`src/rtl/fsm_trace_monitor_pkg.sv`:
```
// Shared definitions for the five-state sequence FSM and its trace monitor.
// Holds the legal state codes, the error code values, the phase encoding
// of the monitor, and the successor function nxt(), the single definition
// of the FSM's legal behaviour.
package fsm_trace_monitor_pkg;

    localparam logic [2:0] S2 = 3'd2;
    localparam logic [2:0] S4 = 3'd4;
    localparam logic [2:0] S5 = 3'd5;
    localparam logic [2:0] S6 = 3'd6;
    localparam logic [2:0] S7 = 3'd7;

    localparam logic [1:0] ERR_NONE      = 2'b00;
    localparam logic [1:0] ERR_ILLEGAL   = 2'b01;
    localparam logic [1:0] ERR_WRONG     = 2'b10;
    localparam logic [1:0] ERR_BAD_RESET = 2'b11;

    typedef enum logic [1:0] {
        PhaseIdle = 2'd0,
        PhaseRun  = 2'd1
    } phase_e;

    // Legal successor of state p when the FSM samples input a.
    // Codes outside the five legal states hold their value.
    function automatic logic [2:0] nxt(input logic [2:0] p, input logic a);
        logic [2:0] r;
        r = p;
        case (p)
            S2:      r = S4;
            S4:      r = a ? S7 : S6;
            S5:      r = a ? S4 : S2;
            S6:      r = S5;
            S7:      r = S6;
            default: r = p;
        endcase
        return r;
    endfunction

    function automatic logic is_illegal(input logic [2:0] p);
        return (p == 3'd0) || (p == 3'd1) || (p == 3'd3);
    endfunction

endpackage

```
`src/rtl/fsm_trace_monitor_if.sv`:
```
// Bundle between the observed FSM and the trace monitor.
//   a, s        : FSM input and state output (driven by the FSM side)
//   err*        : sticky error flag and the capture of the first error
//   trans_cnt   : saturating count of checked transitions
//   hit_cnt     : saturating count of entries into the watched state
// Modports: master = FSM/observer side, slave = monitor side.
interface fsm_trace_monitor_if #(
    parameter int unsigned CNT_W = 8
);
    logic             a;
    logic [2:0]       s;
    logic             err;
    logic [1:0]       err_code;
    logic [2:0]       err_got;
    logic [2:0]       err_exp;
    logic [CNT_W-1:0] trans_cnt;
    logic [CNT_W-1:0] hit_cnt;

    modport master (
        output a, s,
        input  err, err_code, err_got, err_exp, trans_cnt, hit_cnt
    );

    modport slave (
        input  a, s,
        output err, err_code, err_got, err_exp, trans_cnt, hit_cnt
    );
endinterface

```
`src/rtl/fsm_trace_monitor_sat_counter.sv`:
```
// Saturating up-counter.
//   clk   : clock
//   reset : synchronous active-high clear
//   inc   : increment request; ignored once the counter reaches all ones
//   q     : current count
module sat_counter #(
    parameter int unsigned W = 8
) (
    input  logic         clk,
    input  logic         reset,
    input  logic         inc,
    output logic [W-1:0] q
);
    always_ff @(posedge clk) begin
        if (reset) begin
            q <= '0;
        end else if (inc && (q != {W{1'b1}})) begin
            q <= q + 1'b1;
        end
    end
endmodule

```
`src/rtl/fsm_trace_monitor.sv`:
```
// Trace monitor for the five-state sequence FSM (states 2, 4, 5, 6, 7).
// Watches the FSM input a and state output s every clock, recomputes the
// legal successor and latches the first illegal code, wrong transition or
// bad post-reset state. Also counts checked transitions and entries into
// state WATCH, both saturating.
//   clk   : clock, rising edge
//   reset : synchronous active-high reset, overrides every check
//   bus   : slave modport carrying a, s in and err/err_code/err_got/
//           err_exp/trans_cnt/hit_cnt out
module fsm_trace_monitor
    import fsm_trace_monitor_pkg::*;
#(
    parameter int unsigned CNT_W = 8,
    parameter logic [2:0]  WATCH = 3'd7
) (
    input  logic                clk,
    input  logic                reset,
    fsm_trace_monitor_if.slave  bus
);
    phase_e     phase_q, phase_d;
    logic [2:0] prev_s_q;
    logic       prev_a_q;

    logic       err_q, err_d;
    logic [1:0] code_q, code_d;
    logic [2:0] got_q, got_d;
    logic [2:0] exp_q, exp_d;

    logic       chk_fail;
    logic [1:0] chk_code;
    logic [2:0] chk_exp;
    logic [2:0] succ;
    logic       trans_inc;
    logic       hit_inc;

    assign succ = nxt(prev_s_q, prev_a_q);

    always_comb begin
        phase_d   = phase_q;
        chk_fail  = 1'b0;
        chk_code  = ERR_NONE;
        chk_exp   = 3'd0;
        trans_inc = 1'b0;

        case (phase_q)
            PhaseIdle: begin
                // First sample after reset must be S2; illegal codes here
                // are reported as a bad reset state, not as illegal.
                if (bus.s != S2) begin
                    chk_fail = 1'b1;
                    chk_code = ERR_BAD_RESET;
                    chk_exp  = S2;
                end
                phase_d = PhaseRun;
            end
            PhaseRun: begin
                trans_inc = 1'b1;
                if (is_illegal(bus.s)) begin
                    chk_fail = 1'b1;
                    chk_code = ERR_ILLEGAL;
                    chk_exp  = 3'd0;
                end else if (bus.s != succ) begin
                    chk_fail = 1'b1;
                    chk_code = ERR_WRONG;
                    chk_exp  = succ;
                end
            end
            default: phase_d = PhaseIdle;
        endcase

        // Entry into WATCH, not dwell: prev_s is meaningless in idle.
        hit_inc = (bus.s == WATCH) && ((phase_q == PhaseIdle) || (prev_s_q != WATCH));
    end

    // Only the first error is captured; later ones leave the latch alone.
    always_comb begin
        err_d  = err_q;
        code_d = code_q;
        got_d  = got_q;
        exp_d  = exp_q;
        if (chk_fail && !err_q) begin
            err_d  = 1'b1;
            code_d = chk_code;
            got_d  = bus.s;
            exp_d  = chk_exp;
        end
    end

    always_ff @(posedge clk) begin
        if (reset) begin
            phase_q  <= PhaseIdle;
            prev_s_q <= 3'd0;
            prev_a_q <= 1'b0;
            err_q    <= 1'b0;
            code_q   <= ERR_NONE;
            got_q    <= 3'd0;
            exp_q    <= 3'd0;
        end else begin
            phase_q  <= phase_d;
            prev_s_q <= bus.s;
            prev_a_q <= bus.a;
            err_q    <= err_d;
            code_q   <= code_d;
            got_q    <= got_d;
            exp_q    <= exp_d;
        end
    end

    assign bus.err      = err_q;
    assign bus.err_code = code_q;
    assign bus.err_got  = got_q;
    assign bus.err_exp  = exp_q;

    sat_counter #(.W(CNT_W)) u_trans_cnt (
        .clk   (clk),
        .reset (reset),
        .inc   (trans_inc),
        .q     (bus.trans_cnt)
    );

    sat_counter #(.W(CNT_W)) u_hit_cnt (
        .clk   (clk),
        .reset (reset),
        .inc   (hit_inc),
        .q     (bus.hit_cnt)
    );
endmodule

```
`src/flat_wrapper.sv`:
```
// flat-port wrapper written by rule: the top's interface ports become plain ports
module fsm_trace_monitor_flat import fsm_trace_monitor_pkg::*;
#(
    parameter int unsigned CNT_W = 8,
    parameter logic [2:0]  WATCH = 3'd7
)
  (clk, reset, bus_a, bus_s, bus_err, bus_err_code, bus_err_got, bus_err_exp, bus_trans_cnt, bus_hit_cnt);
  fsm_trace_monitor_if #(.CNT_W(CNT_W)) bus_i ();
  input  logic clk;
  input  logic reset;
  input wire logic [$bits(bus_i.a)-1:0] bus_a;
  input wire logic [$bits(bus_i.s)-1:0] bus_s;
  output wire logic [$bits(bus_i.err)-1:0] bus_err;
  output wire logic [$bits(bus_i.err_code)-1:0] bus_err_code;
  output wire logic [$bits(bus_i.err_got)-1:0] bus_err_got;
  output wire logic [$bits(bus_i.err_exp)-1:0] bus_err_exp;
  output wire logic [$bits(bus_i.trans_cnt)-1:0] bus_trans_cnt;
  output wire logic [$bits(bus_i.hit_cnt)-1:0] bus_hit_cnt;
  assign bus_i.a = bus_a;
  assign bus_i.s = bus_s;
  assign bus_err = bus_i.err;
  assign bus_err_code = bus_i.err_code;
  assign bus_err_got = bus_i.err_got;
  assign bus_err_exp = bus_i.err_exp;
  assign bus_trans_cnt = bus_i.trans_cnt;
  assign bus_hit_cnt = bus_i.hit_cnt;
  fsm_trace_monitor #(.CNT_W(CNT_W), .WATCH(WATCH)) u_core (.clk(clk), .reset(reset), .bus(bus_i));
endmodule
```
`config.mk`:
```
export PLATFORM = sky130hd
export DESIGN_NAME = fsm_trace_monitor_flat
export DESIGN_NICKNAME = d
export VERILOG_FILES = /design/src/rtl/fsm_trace_monitor_pkg.sv /design/src/rtl/fsm_trace_monitor_if.sv /design/src/rtl/fsm_trace_monitor_sat_counter.sv /design/src/rtl/fsm_trace_monitor.sv /design/src/flat_wrapper.sv
export SDC_FILE = /design/constraint.sdc
export NUM_CORES = 1
export LEC_CHECK = 0
export BUFFER_PORTS_ARGS = -buffer_cell sky130_fd_sc_hd__buf_4
export CORE_ASPECT_RATIO = 0.75
export CORE_MARGIN = 3
export CORE_UTILIZATION = 35
export DETAILED_ROUTE_END_ITERATION = 10
export GPL_TIMING_DRIVEN = 0
export PLACE_DENSITY = 0.61
export SETUP_SLACK_MARGIN = 0.4
export SYNTH_ARGS = -nofsm -noshare
export SYNTH_HDL_FRONTEND = slang
export SYNTH_SLANG_ARGS = --single-unit
export TNS_END_PERCENT = 100
```
`constraint.sdc`:
```
create_clock -name clk -period 2.64 [get_ports clk]
set_input_delay 0.264 -clock clk [delete_from_list [all_inputs] [get_ports clk]]
set_output_delay 0.264 -clock clk [all_outputs]
set_load 0.005 [all_outputs]
```
==> metrics.md, run 1 <==
| Metric | Value |
|---|---|
| Power Dens Cells | `626.4 nW/um^2` |
| Resized Gates After CTS | `0` |
| Launch point of the worst path | `u_core.u_trans_cnt.q[0]$_SDFFE_PP0P_` |
| Iteration-0 DRC Markers | `56` |
| GR Overflow Total | `0` |
| Die W | `81.47 um` |
| Slowest-stage cell, CP | `dfxtp_1` |
| Drt total wl | `roughly 3500 um` |
| Vias in the first global route | `1277` |
| Pin count of the biggest net entering global routing | `11` |
| Vias per cell | `5.048` |
| Setup Fix Bufs, Post-CTS | `0` |
| Commonest cells in the netlist | `30 x dfxtp_1, 26 x nor2_1, 8 x mux2i_1, 8 x xor2_1` |
| Req. time, crit path | `2.80 ns` |
| Mapped Nets | `168` |
| Crit path kind | `reg -> reg` |
| Post-synth ARST share | `0` |
| Antenna violations before repair | `0` |
| Final instance area | `1928 um^2` |
| Sequential fraction of the synthesis area | `0.4017` |
| GR Util All Layers | `0.1443` |
| Yosys top cell area share | `0.4017` |
| Mapped Area | `1495 um^2` |
| Setup WS pre-CTS | `0.7103 ns` |
| Vias | `1262` |
| RR Startpoint | `u_core.u_trans_cnt.q[0]$_SDFFE_PP0P_` |
| DRT Pass-1 Iters | `4` |
| Placed cell area | `1785 um^2` |
| Setup tns final | `0 ns` |
| Drt drc | `0` |
| Root Buffer | `clkbuf_8` |
| H-tree lvl count | `2` |
| Tightest Hold Check Type | `in -> reg` |
| Relative slew slack | `0.6923` |
| Share of power burned in registers | `0.403` |
| Min cycle time layout | `1.940 ns` |
| Global-route wire length before repair | `5837 um` |
| WL/cell | `13.99 um` |
| Synth Flop Type | `dfxtp_1` |
| Min setup slack post-route | `0.6996 ns` |
| Worst VDD drop | `283.3 uV` |
| Max cap viols | `0` |
| TritonCTS buffer count | `5` |
| Pleak | `0.8602 nW` |
| Port Buffer Count | `30` |
| GPL Wtd Cong | `0.7784` |
| Die Y | `62.61 um` |
| IO Pins | `31` |
| Yosys reg bits | `30` |
| Setup crit end | `u_core.u_trans_cnt.q[5]$_SDFFE_PP0P_` |
| Die area | `5100 um^2` |
| Area growth syn-to-layout | `28.95%` |
| RSZ-0062 raised after global routing | `false` |
| Post-synth top area cell | `dfxtp_1` |
| Crit-path max FO | `6` |
| Status | `finished clean` |
| CP max stage delay | `0.35 ns` |
| Fmax | `515.4 MHz` |
| Later-pin clock latency in the skew report | `around 0.28 ns` |
| Syn Area/Cell | `between 9 and 10 um^2` |
| TritonCTS clock tree | `built` |
| CP arrival | `~2.1 ns` |
| Nets | `205` |
| Hold Fails Final Rpt | `0` |
| Count of cell types in the netlist | `45` |
| Final setup violating endpoints | `0` |
| Net Sw Frac | `0.2172` |
| Hold_buf cts | `0` |
| Critical Path Source Type | `flip-flop` |
| Sw Pwr | `262.3 uW` |
| Clk network pwr share | `0.479` |
| Rows | `19` |
| Starting Density | `0.3859` |
| Hold_ws | `0.1893 ns` |
| Most frequent cell after synthesis | `dfxtp_1` |
| Worst Setup End Kind | `flip-flop` |
| Tightest Pin Transition | `0.4568 ns` |
| FF-to-FF End | `u_core.u_trans_cnt.q[5]$_SDFFE_PP0P_` |
| Comb pwr share | `0.118` |
| Critical Path, Cell by Cell | `ha_1 > and3_1 > a31oi_2 > and4_1 > nand3_1 > xor2_1 > nor2_1` |
| Core box area | `3875 um^2` |
| Num Clock Sinks | `30` |
| Pint | `945.5 uW` |
| Worst-case clock buffer depth | `2` |
| Ranking of synthesized cells by area | `dfxtp_1 40%, nor2_1 6.5%, mux2i_1 5.4%` |
| FF-to-FF path depth | `7` |
| Count of pins over their slew limit | `0` |
| Detailed placement HPWL | `2588 um` |
| Pwr Total | `between 1 and 1.5 mW` |
| Number of synthesized flops with an enable pin | `0` |
| Reg-to-reg slack, setup | `0.70 ns` |
| Post-route ant nets | `0` |
| # diodes | `0` |
| Ratio of cells with drive above 1 in the final layout | `0.2626` |
| Cells after synthesis | `160` |
| Fin crit share | `0.7350` |
| CTS clk-pin slew, worst paths | `0.07 ns` |
| Synthesis Warnings | `0` |
| Max Clock Skew | `0.006759 ns` |
[layout make-up]
| cell class | count | area, um^2 |
|---|---|---|
| Timing Repair Buffer | 30 | 225.2 |
| Clock inverter | 2 | 60.06 |
| Tap cell | 52 | 65.06 |
| Fill cell | 393 | 1947 |
| Buffer | 10 | 73.82 |
| Inverter | 7 | 26.28 |
| Sequential cell | 30 | 600.6 |
| Multi-Input combinational cell | 113 | 794.5 |
| Clock buffer | 6 | 82.58 |
[kinds of logic (layout without fill, tap and decap cells)]
family / Yosys count / after routing / share of synthesized area
buffers and inverters: 17 / 55 / 0.06695
muxes: 8 / 8 / 0.05356
AOI/OAI and AO/OA: 28 / 28 / 0.1439
adders and majority gates: 2 / 2 / 0.01673
DFF: 30 / 30 / 0.4017
xor gates and xnor gates: 16 / 16 / 0.09875
and+or+nand+nor: 59 / 59 / 0.2184
[per-stage QoR]
stage,cells,utilization
detailed placement,242,0.4608
global route,250,0.4976
global placement,242,0.4608
floorplan,160,-
CTS,250,0.4976
finish,250,0.4976
[power by group through the flow]
stage	clock network [mW]	logic (mW)	registers, mW
after floorplan	0	0.0901	0.495
after global placement	0	0.139	0.495
after detailed placement	0	0.142	0.497
after CTS	0.588	0.143	0.487
after global routing	0.609	0.157	0.489
final	0.579	0.142	0.487
[registers in the layout (all words and copies together), names as in the netlist]
register and count:
u_core.prev_s_q 3, u_core.phase_q 1, u_core.bus.err 1, u_core.u_hit_cnt.q 8, u_core.bus.err_code 2, u_core.u_trans_cnt.q 8
u_core.bus.err_got 3, u_core.bus.err_exp 3, u_core.prev_a_q 1
[critical path, delay by kind of cell, from the launching register on]
family	cells	cell delay [ns]
xor+xnor	1	0.17
fa+ha+maj	1	0.26
simple gates	4	0.69
compound gates	1	0.35
flops	1	0.35
[how the worst min path moves through the flow]
stage / startpoint / end / slack, ns / cells after the start
after floorplan: reset / u_core.phase_q[0]$_SDFFE_PP0N_ / 0.35 / 1
after global placement: reset / u_core.phase_q[0]$_SDFFE_PP0N_ / 0.47 / 2
after detailed placement: reset / u_core.phase_q[0]$_SDFFE_PP0N_ / 0.48 / 2
after CTS: reset / u_core.phase_q[0]$_SDFFE_PP0N_ / 0.18 / 2
after global routing: reset / u_core.phase_q[0]$_SDFFE_PP0N_ / 0.20 / 2
final: reset / u_core.phase_q[0]$_SDFFE_PP0N_ / 0.19 / 2
[per-layer routing]
metal	routed length, um	vias to the layer above	share of wire	track usage
met5	0	-	0	0
met4	14	0	0.0040	0.03586
met3	191	2	0.055	0.05476
met2	1600	27	0.46	0.2226
met1	1690	601	0.48	0.1879
li1	-	632	-	-
[cells in the final DEF, fill, tap and decap left out, types with 2 or more instances in the layout]
cell type / synthesis / layout
buf_4: 1 / 31
dfxtp_1: 30 / 30
nor2_1: 26 / 26
xor2_1: 8 / 8
mux2i_1: 8 / 8
xnor2_1: 7 / 7
inv_1: 7 / 7
clkbuf_8: 0 / 6
nand3_1: 5 / 5
buf_6: 4 / 4
nand4_1: 4 / 4
o21ai_0: 4 / 4
a21oi_1: 4 / 4
clkbuf_1: 3 / 3
and3_1: 3 / 3
nand2_1: 3 / 3
and4_1: 3 / 3
and3b_1: 3 / 3
a211oi_1: 3 / 3
buf_2: 2 / 2
o21a_1: 2 / 2
nor3b_2: 2 / 2
nand2b_1: 2 / 2
o2111ai_1: 2 / 2
nor2b_1: 2 / 2
ha_1: 2 / 2
bufinv_16: 0 / 2
(Power assumes the default switching activity.)
==> inputs of run 2 (changes only) <==
PLACE_DENSITY = 0.63   (was 0.61)
clock period = 1.6 ns   (was 2.64 ns; I/O delays follow)
==> run 2 against run 1 <==
Against the previous run: utilization is 5.9 points higher; worst hold slack worse by 0.11 ns; wire length is 3.5% higher; global-route usage is 0.47 points higher; the run now ends with negative setup slack left; die area stayed put; largest power group is now registers.
==> metrics.md, run 2 (synthesis gave the netlist of run 1 again) <==
| Metric | Value |
|---|---|
| # diodes | `0` |
| Pin count of the biggest net entering global routing | `11` |
| Iteration-0 DRC Markers | `46` |
| Worst hold endpoint | `u_core.phase_q[0]$_SDFFE_PP0N_` |
| Crit-path max FO | `10` |
| Power Dens Cells | `798.4 nW/um^2` |
| Setup tns final | `-0.9623 ns` |
| WL/cell | `13.66 um` |
| Ratio of cells with drive above 1 in the final layout | `0.4554` |
| Root Buffer | `clkbuf_8` |
| CTS clk-pin slew, worst paths | `0.06 ns` |
| Antenna violations before repair | `0` |
| DRT Pass-1 Iters | `4` |
| Vias | `approximately 1300` |
| IO Pins | `31` |
| Slowest-stage cell, CP | `dfxtp_2` |
| TritonCTS buffer count | `5` |
| Hold Fails Final Rpt | `0` |
| Min cycle time layout | `between 1.5 and 2 ns` |
| Tightest Hold Check Type | `in -> reg` |
| Nets | `220` |
| Failing checks | `negative setup slack` |
| Die Y | `62.61 um` |
| Largest registers | `u_core.u_hit_cnt.q: 8 flops, u_core.u_trans_cnt.q: 8 flops` |
| Commonest cells after routing, fill and taps aside | `42 x buf_4, 26 x nor2_1, 19 x dfxtp_1` |
| Port Buffer Count | `30` |
| Die W | `81.47 um` |
| Reg-to-reg slack, setup | `-0.14 ns` |
| Rows | `19` |
| Crit path kind | `reg -> reg` |
| Fin crit share | `1.090` |
| Die area | `around 5100 um^2` |
| Critical Path Source Type | `flip-flop` |
| Filler cell count | `372` |
| Min-Delay Startpoint | `reset` |
| Relative slew slack | `0.6359` |
| H-tree lvl count | `2` |
| Most common cell after layout, fill and taps aside | `buf_4` |
| Sequential Area | `~620 um^2` |
| Pleak | `0.9428 nW` |
| Req. time, crit path | `1.83 ns` |
| Worst Setup End Kind | `flip-flop` |
| FF-to-FF End | `u_core.bus.err_exp[1]$_SDFFE_PP0P_` |
| Final setup violating endpoints | `8` |
| Later-pin clock latency in the skew report | `0.28 ns` |
| Num Clock Sinks | `30` |
| RR Startpoint | `u_core.prev_s_q[1]$_SDFF_PP0_` |
| RSZ-0062 raised after global routing | `true` |
| Footprint of the multi-input gates | `933.4 um^2` |
| Max Clock Skew | `approximately 0.0021 ns` |
| Area growth syn-to-layout | `44.35%` |
| Worst-case clock buffer depth | `2` |
| Drt total wl | `3620 um` |
| Detailed placement HPWL | `~2400 um` |
| Count of pins over their slew limit | `0` |
| Worst hold stages | `2` |
| Core box area | `3875 um^2` |
| Setup WS pre-CTS | `-0.1339 ns` |
| TritonCTS clock tree | `built` |
| Starting Density | `0.3859` |
| Drt drc | `0` |
| Tightest Pin Transition | `0.5461 ns` |
| Post-route ant nets | `0` |
| Max cap viols | `0` |
| Global-route wire length before repair | `5961 um` |
| GR Util All Layers | `0.1490` |
| Vias in the first global route | `1341` |
| Min setup slack post-route | `-0.1443 ns` |
| Hold_buf cts | `0` |
| FF-to-FF path depth | `8` |
| Vias per cell | `4.958` |
| Worst VDD drop | `about 390 uV` |
| GR Overflow Total | `0` |
| Fmax | `573.3 MHz` |
| GPL Wtd Cong | `0.8569` |
| Critical Path, Cell by Cell | `buf_6 > nor3b_4 > o211ai_1 > a211oi_2 > o22ai_2 > buf_4 > nor3b_2 > a21o_1` |
| CP max stage delay | `0.33 ns` |
| CP arrival | `1.97 ns` |
| Status | `finished, violations left` |
-- run 2: cell types whose count changed in the layout (fill, tap and decap cells not counted), moves of 3 or more --
cell | previous run | this run
dfxtp_2 | 0 | 8
xnor2_1 | 7 | 3
dfxtp_4 | 0 | 3
buf_4 | 31 | 42
buf_6 | 4 | 7
dfxtp_1 | 30 | 19
xnor2_2 | 0 | 4
nand3_1 | 5 | 2
nand3_2 | 0 | 3
and3_1 | 3 | 0
-- run 2: worst max path at each step --
stage,from,end,slack [ns]
2_1_floorplan,u_core.prev_s_q[0]$_SDFF_PP0_,u_core.bus.err_got[0]$_SDFFE_PP0P_,0.03
6_report,u_core.prev_s_q[1]$_SDFF_PP0_,u_core.bus.err_exp[1]$_SDFFE_PP0P_,-0.14
5_1_grt,u_core.prev_s_q[1]$_SDFF_PP0_,u_core.bus.err_exp[1]$_SDFFE_PP0P_,-0.23
4_1_cts,u_core.prev_s_q[0]$_SDFF_PP0_,u_core.bus.err_got[2]$_SDFFE_PP0P_,-0.1
3_3_place_gp,u_core.prev_s_q[1]$_SDFF_PP0_,u_core.bus.err_code[1]$_SDFFE_PP0P_,-0.12
3_5_place_dp,u_core.prev_s_q[1]$_SDFF_PP0_,u_core.bus.err_code[1]$_SDFFE_PP0P_,-0.13
-- run 2: critical path: cells and delay by family (launching register included) --
kind | cells | cell delay [ns]
simple gates | 2 | 0.40
flops | 1 | 0.33
compound gates | 4 | 0.64
buf+inv | 2 | 0.32
-- run 2: metrics by stage --
stage	total power, mW	hold slack [ns]	instances	area [um^2]	utilization
after global placement	1.058	0.3725	242	1863	0.4808
final	1.723	0.08019	265	2158	0.5570
after global routing	1.810	0.08497	265	2158	0.5570
after detailed placement	1.063	0.3759	242	1863	0.4808
after CTS	1.734	0.07773	262	2112	0.5450
after floorplan	0.9772	0.2492	160	1573	-
-- run 2: repair_timing --
action                     CTS  global route
gates resized for setup     19             6
buffers inserted            10             2
pin swaps                    8             8
setup endpoints to repair   25            25
cloned                       2             1
-- run 2: final cells by class --
| class | count | share of cell area |
|---|---|---|
| clock inverter | 1 | 0.002319 |
| inverter | 7 | 0.01217 |
| sequential | 30 | 0.2881 |
| multi-input combinational | 113 | 0.4325 |
| buffer | 10 | 0.03710 |
| tap | 52 | 0.03014 |
| timing repair buffer | 45 | 0.1577 |
| clock buffer | 7 | 0.04000 |
-- run 2: power by group --
part | internal [mW] | switching (mW)
logic | 0.159 | 0.136
registers | 0.780 | 0.0249
clock network | 0.346 | 0.277
-- run 2: routing by layer --
metal | vias up | routed length (um) | part of all wire | track usage
met4 | 0 | 57 | 0.016 | 0.05696
met2 | 28 | 1720 | 0.48 | 0.2378
li1 | 659 | - | - | -
met1 | 621 | 1658 | 0.46 | 0.1860
met3 | 6 | 183 | 0.051 | 0.04467
met5 | - | 0 | 0 | 0
==> inputs of run 3 (changes only) <==
ABC_AREA = 1   (was unset)
CORE_UTILIZATION = 47   (was 35)
PLACE_DENSITY = 0.79   (was 0.63)
==> run 3 against run 2 <==
Against the previous run: the run still ends with negative setup slack left; synthesized cell count rose by 24%; non-clock buffer count rose by 10; wire length rose by 52%; maximum frequency rose by 3.2%; setup slack improved by 0.053 ns; sequential cell count did not move; clock power rose by 19%; utilization rose by 32 points; combinational power rose by 13%; largest cell class unchanged.
==> metrics.md, run 3 <==
| Metric | Value |
|---|---|
| Status | `finished, violations left` |
| Failing checks | `negative setup slack` |
| Synth Flop Type | `dfxtp_1` |
| FF-to-FF path depth | `11` |
| Detailed placement HPWL | `2358 um` |
| Min setup slack post-route | `-0.09082 ns` |
| Hold Fails Final Rpt | `0` |
| Syn Area/Cell | `7.096 um^2` |
| Setup tns final | `-0.2593 ns` |
| Num Clock Sinks | `30` |
| Mapped Area | `1405 um^2` |
| Crit path kind | `reg -> reg` |
| Hold_ws | `0.06164 ns` |
| Ratio of cells with drive above 1 in the final layout | `0.5353` |
| # diodes | `0` |
| Finished Layout Cells | `roughly 300` |
| FF-to-FF End | `u_core.bus.err_got[1]$_SDFFE_PP0P_` |
| Critical Path Source Type | `flip-flop` |
| Final instance area | `approximately 2400 um^2` |
| Most common cell after layout, fill and taps aside | `buf_4` |
| Die W | `69.14 um` |
| Min cycle time layout | `between 1.5 and 2 ns` |
| Core box area | `2723 um^2` |
| Pwr Total | `1.884 mW` |
| Cells after synthesis | `~200` |
| Largest registers | `u_core.u_hit_cnt.q: 8 flops, u_core.u_trans_cnt.q: 8 flops` |
| Yosys top cell area share | `0.4274` |
| Worst VDD drop | `just over 800 uV` |
| Area growth syn-to-layout | `69.55%` |
| WL/cell | `approximately 18 um` |
| GR Util All Layers | `0.2456` |
| TritonCTS clock tree | `built` |
| Worst Setup End Kind | `flip-flop` |
| Placed cell area | `~1800 um^2` |
| Sequential fraction of the synthesis area | `0.4274` |
| DRT Pass-1 Iters | `5` |
| RSZ-0062 raised after global routing | `true` |
| Final setup violating endpoints | `6` |
| Critical Path, Cell by Cell | `o21ai_4 > nand2_2 > nand2_1 > nand2_1 > nor2_2 > nand2_2 > nand2_4 > nand2_4 > nand2_4 > o21ai_1 > nor2_1` |
| Die Y | `53.35 um` |
| Worst-case clock buffer depth | `2` |
| Number of synthesized flops with an enable pin | `0` |
| Vias in the first global route | `1530` |
| Most frequent cell after synthesis | `nand2_1` |
| CTS clk-pin slew, worst paths | `0.07 ns` |
| Vias | `1786` |
| GR Overflow Total | `0` |
| Fmax | `591.4 MHz` |
| Later-pin clock latency in the skew report | `0.29 ns` |
| Tightest Hold Check Type | `in -> reg` |
| Worst hold stages | `2` |
| Commonest cells after routing, fill and taps aside | `57 x buf_4, 29 x nand2_1, 21 x nor2_1` |
| GPL Wtd Cong | `0.8361` |
| Pin count of the biggest net entering global routing | `11` |
| Starting Density | `0.5161` |
| Placed cells | `264` |
| Yosys reg bits | `30` |
| Root Buffer | `clkbuf_8` |
| Worst path bufs/invs | `0` |
| Worst hold endpoint | `u_core.u_hit_cnt.q[5]$_SDFFE_PP0P_` |
| Ranking of synthesized cells by area | `dfxtp_1 43%, nand2_1 12%, inv_1 6.7%` |
| IO Pins | `31` |
| Core Util, Final | `0.8750` |
| Mapped Nets | `206` |
| Commonest cells in the netlist | `46 x nand2_1, 30 x dfxtp_1, 25 x inv_1` |
| Iteration-0 DRC Markers | `190` |
| CP max stage delay | `about 0.38 ns` |
| Fin crit share | `1.057` |
| H-tree lvl count | `2` |
| Vias per cell | `5.856` |
| Tightest Pin Transition | `0.5878 ns` |
| Post-synth top area cell | `dfxtp_1` |
| Power Dens Cells | `790.7 nW/um^2` |
| Drt total wl | `about 5500 um` |
| Rows | `16` |
| Pleak | `1.141 nW` |
| CP arrival | `around 1.9 ns` |
| Relative slew slack | `0.6081` |
| Setup WS pre-CTS | `0.08379 ns` |
| Count of cell types in the netlist | `27` |
| Hold_buf cts | `0` |
| Nets | `~280` |
| Req. time, crit path | `roughly 1.8 ns` |
| Slowest-stage cell, CP | `dfxtp_4` |
| Top Family by Delay on Critical Path | `simple AND/OR/NAND/NOR gates` |
| Post-route ant nets | `0` |
| Die area | `3688 um^2` |
| Max Clock Skew | `~0.015 ns` |
| Antenna violations before repair | `0` |
| Count of pins over their slew limit | `0` |
| Max cap viols | `0` |
| Post-synth ARST share | `0` |
| Reg-to-reg slack, setup | `-0.09 ns` |
| Global-route wire length before repair | `just over 7000 um` |
| RR Startpoint | `u_core.prev_s_q[1]$_SDFF_PP0_` |
| Crit-path max FO | `6` |
| Min-Delay Startpoint | `reset` |
| TritonCTS buffer count | `5` |
| Cell mode on critical path | `nand2_4` |
| Synthesis Warnings | `0` |
| Port Buffer Count | `30` |
| Drt drc | `0` |
-- run 3: final cells by class --
type / instances / area (um^2)
fill: 137 / 340.3
timing repair buffer: 63 / 495.5
multi-input combinational: 139 / 954.7
tap: 36 / 45.04
inverter: 28 / 122.6
clock buffer: 7 / 107.6
buffer: 2 / 7.507
sequential: 30 / 649.4
-- run 3: power by group --
part	switching [mW]	internal [mW]	leakage [nW]
sequential	0.0378	0.771	0.256
combinational	0.187	0.147	0.830
clock	0.306	0.435	0.0555
-- run 3: worst max path at each step --
stage | start | end | slack [ns] | cells after the start
after floorplan | u_core.u_hit_cnt.q[1]$_SDFFE_PP0P_ | u_core.u_hit_cnt.q[6]$_SDFFE_PP0P_ | 0.23 | 9
after global placement | u_core.phase_q[0]$_SDFFE_PP0N_ | u_core.u_hit_cnt.q[6]$_SDFFE_PP0P_ | 0.08 | 8
after detailed placement | u_core.phase_q[0]$_SDFFE_PP0N_ | u_core.u_hit_cnt.q[6]$_SDFFE_PP0P_ | 0.08 | 8
after CTS | u_core.prev_s_q[1]$_SDFF_PP0_ | u_core.bus.err_code[0]$_SDFFE_PP0P_ | 0.15 | 11
after global routing | u_core.prev_s_q[1]$_SDFF_PP0_ | u_core.bus.err_got[1]$_SDFFE_PP0P_ | -0.13 | 11
final | u_core.prev_s_q[1]$_SDFF_PP0_ | u_core.bus.err_got[1]$_SDFFE_PP0P_ | -0.09 | 11
-- run 3: logic make-up after synthesis --
family          after synthesis  share of synthesized area
compound gates               31                     0.1291
xor+xnor                      4                    0.02494
fa+ha+maj                     2                    0.01781
buf+inv                      30                    0.08014
flops                        30                     0.4274
simple gates                101                     0.3206
-- run 3: layer usage --
layer	vias to the layer above	wire (um)	GRT usage
li1	791	-	-
met1	831	2179	0.3045
met2	128	2595	0.4019
met3	36	457	0.06452
met4	0	280	0.1169
met5	-	0	0
-- run 3: repair_timing --
item,4_1_cts,5_1_grt
setup buffers,26,7
pin swaps,25,22
setup endpoints to repair,25,25
gates resized for setup,31,43
cloned,1,0
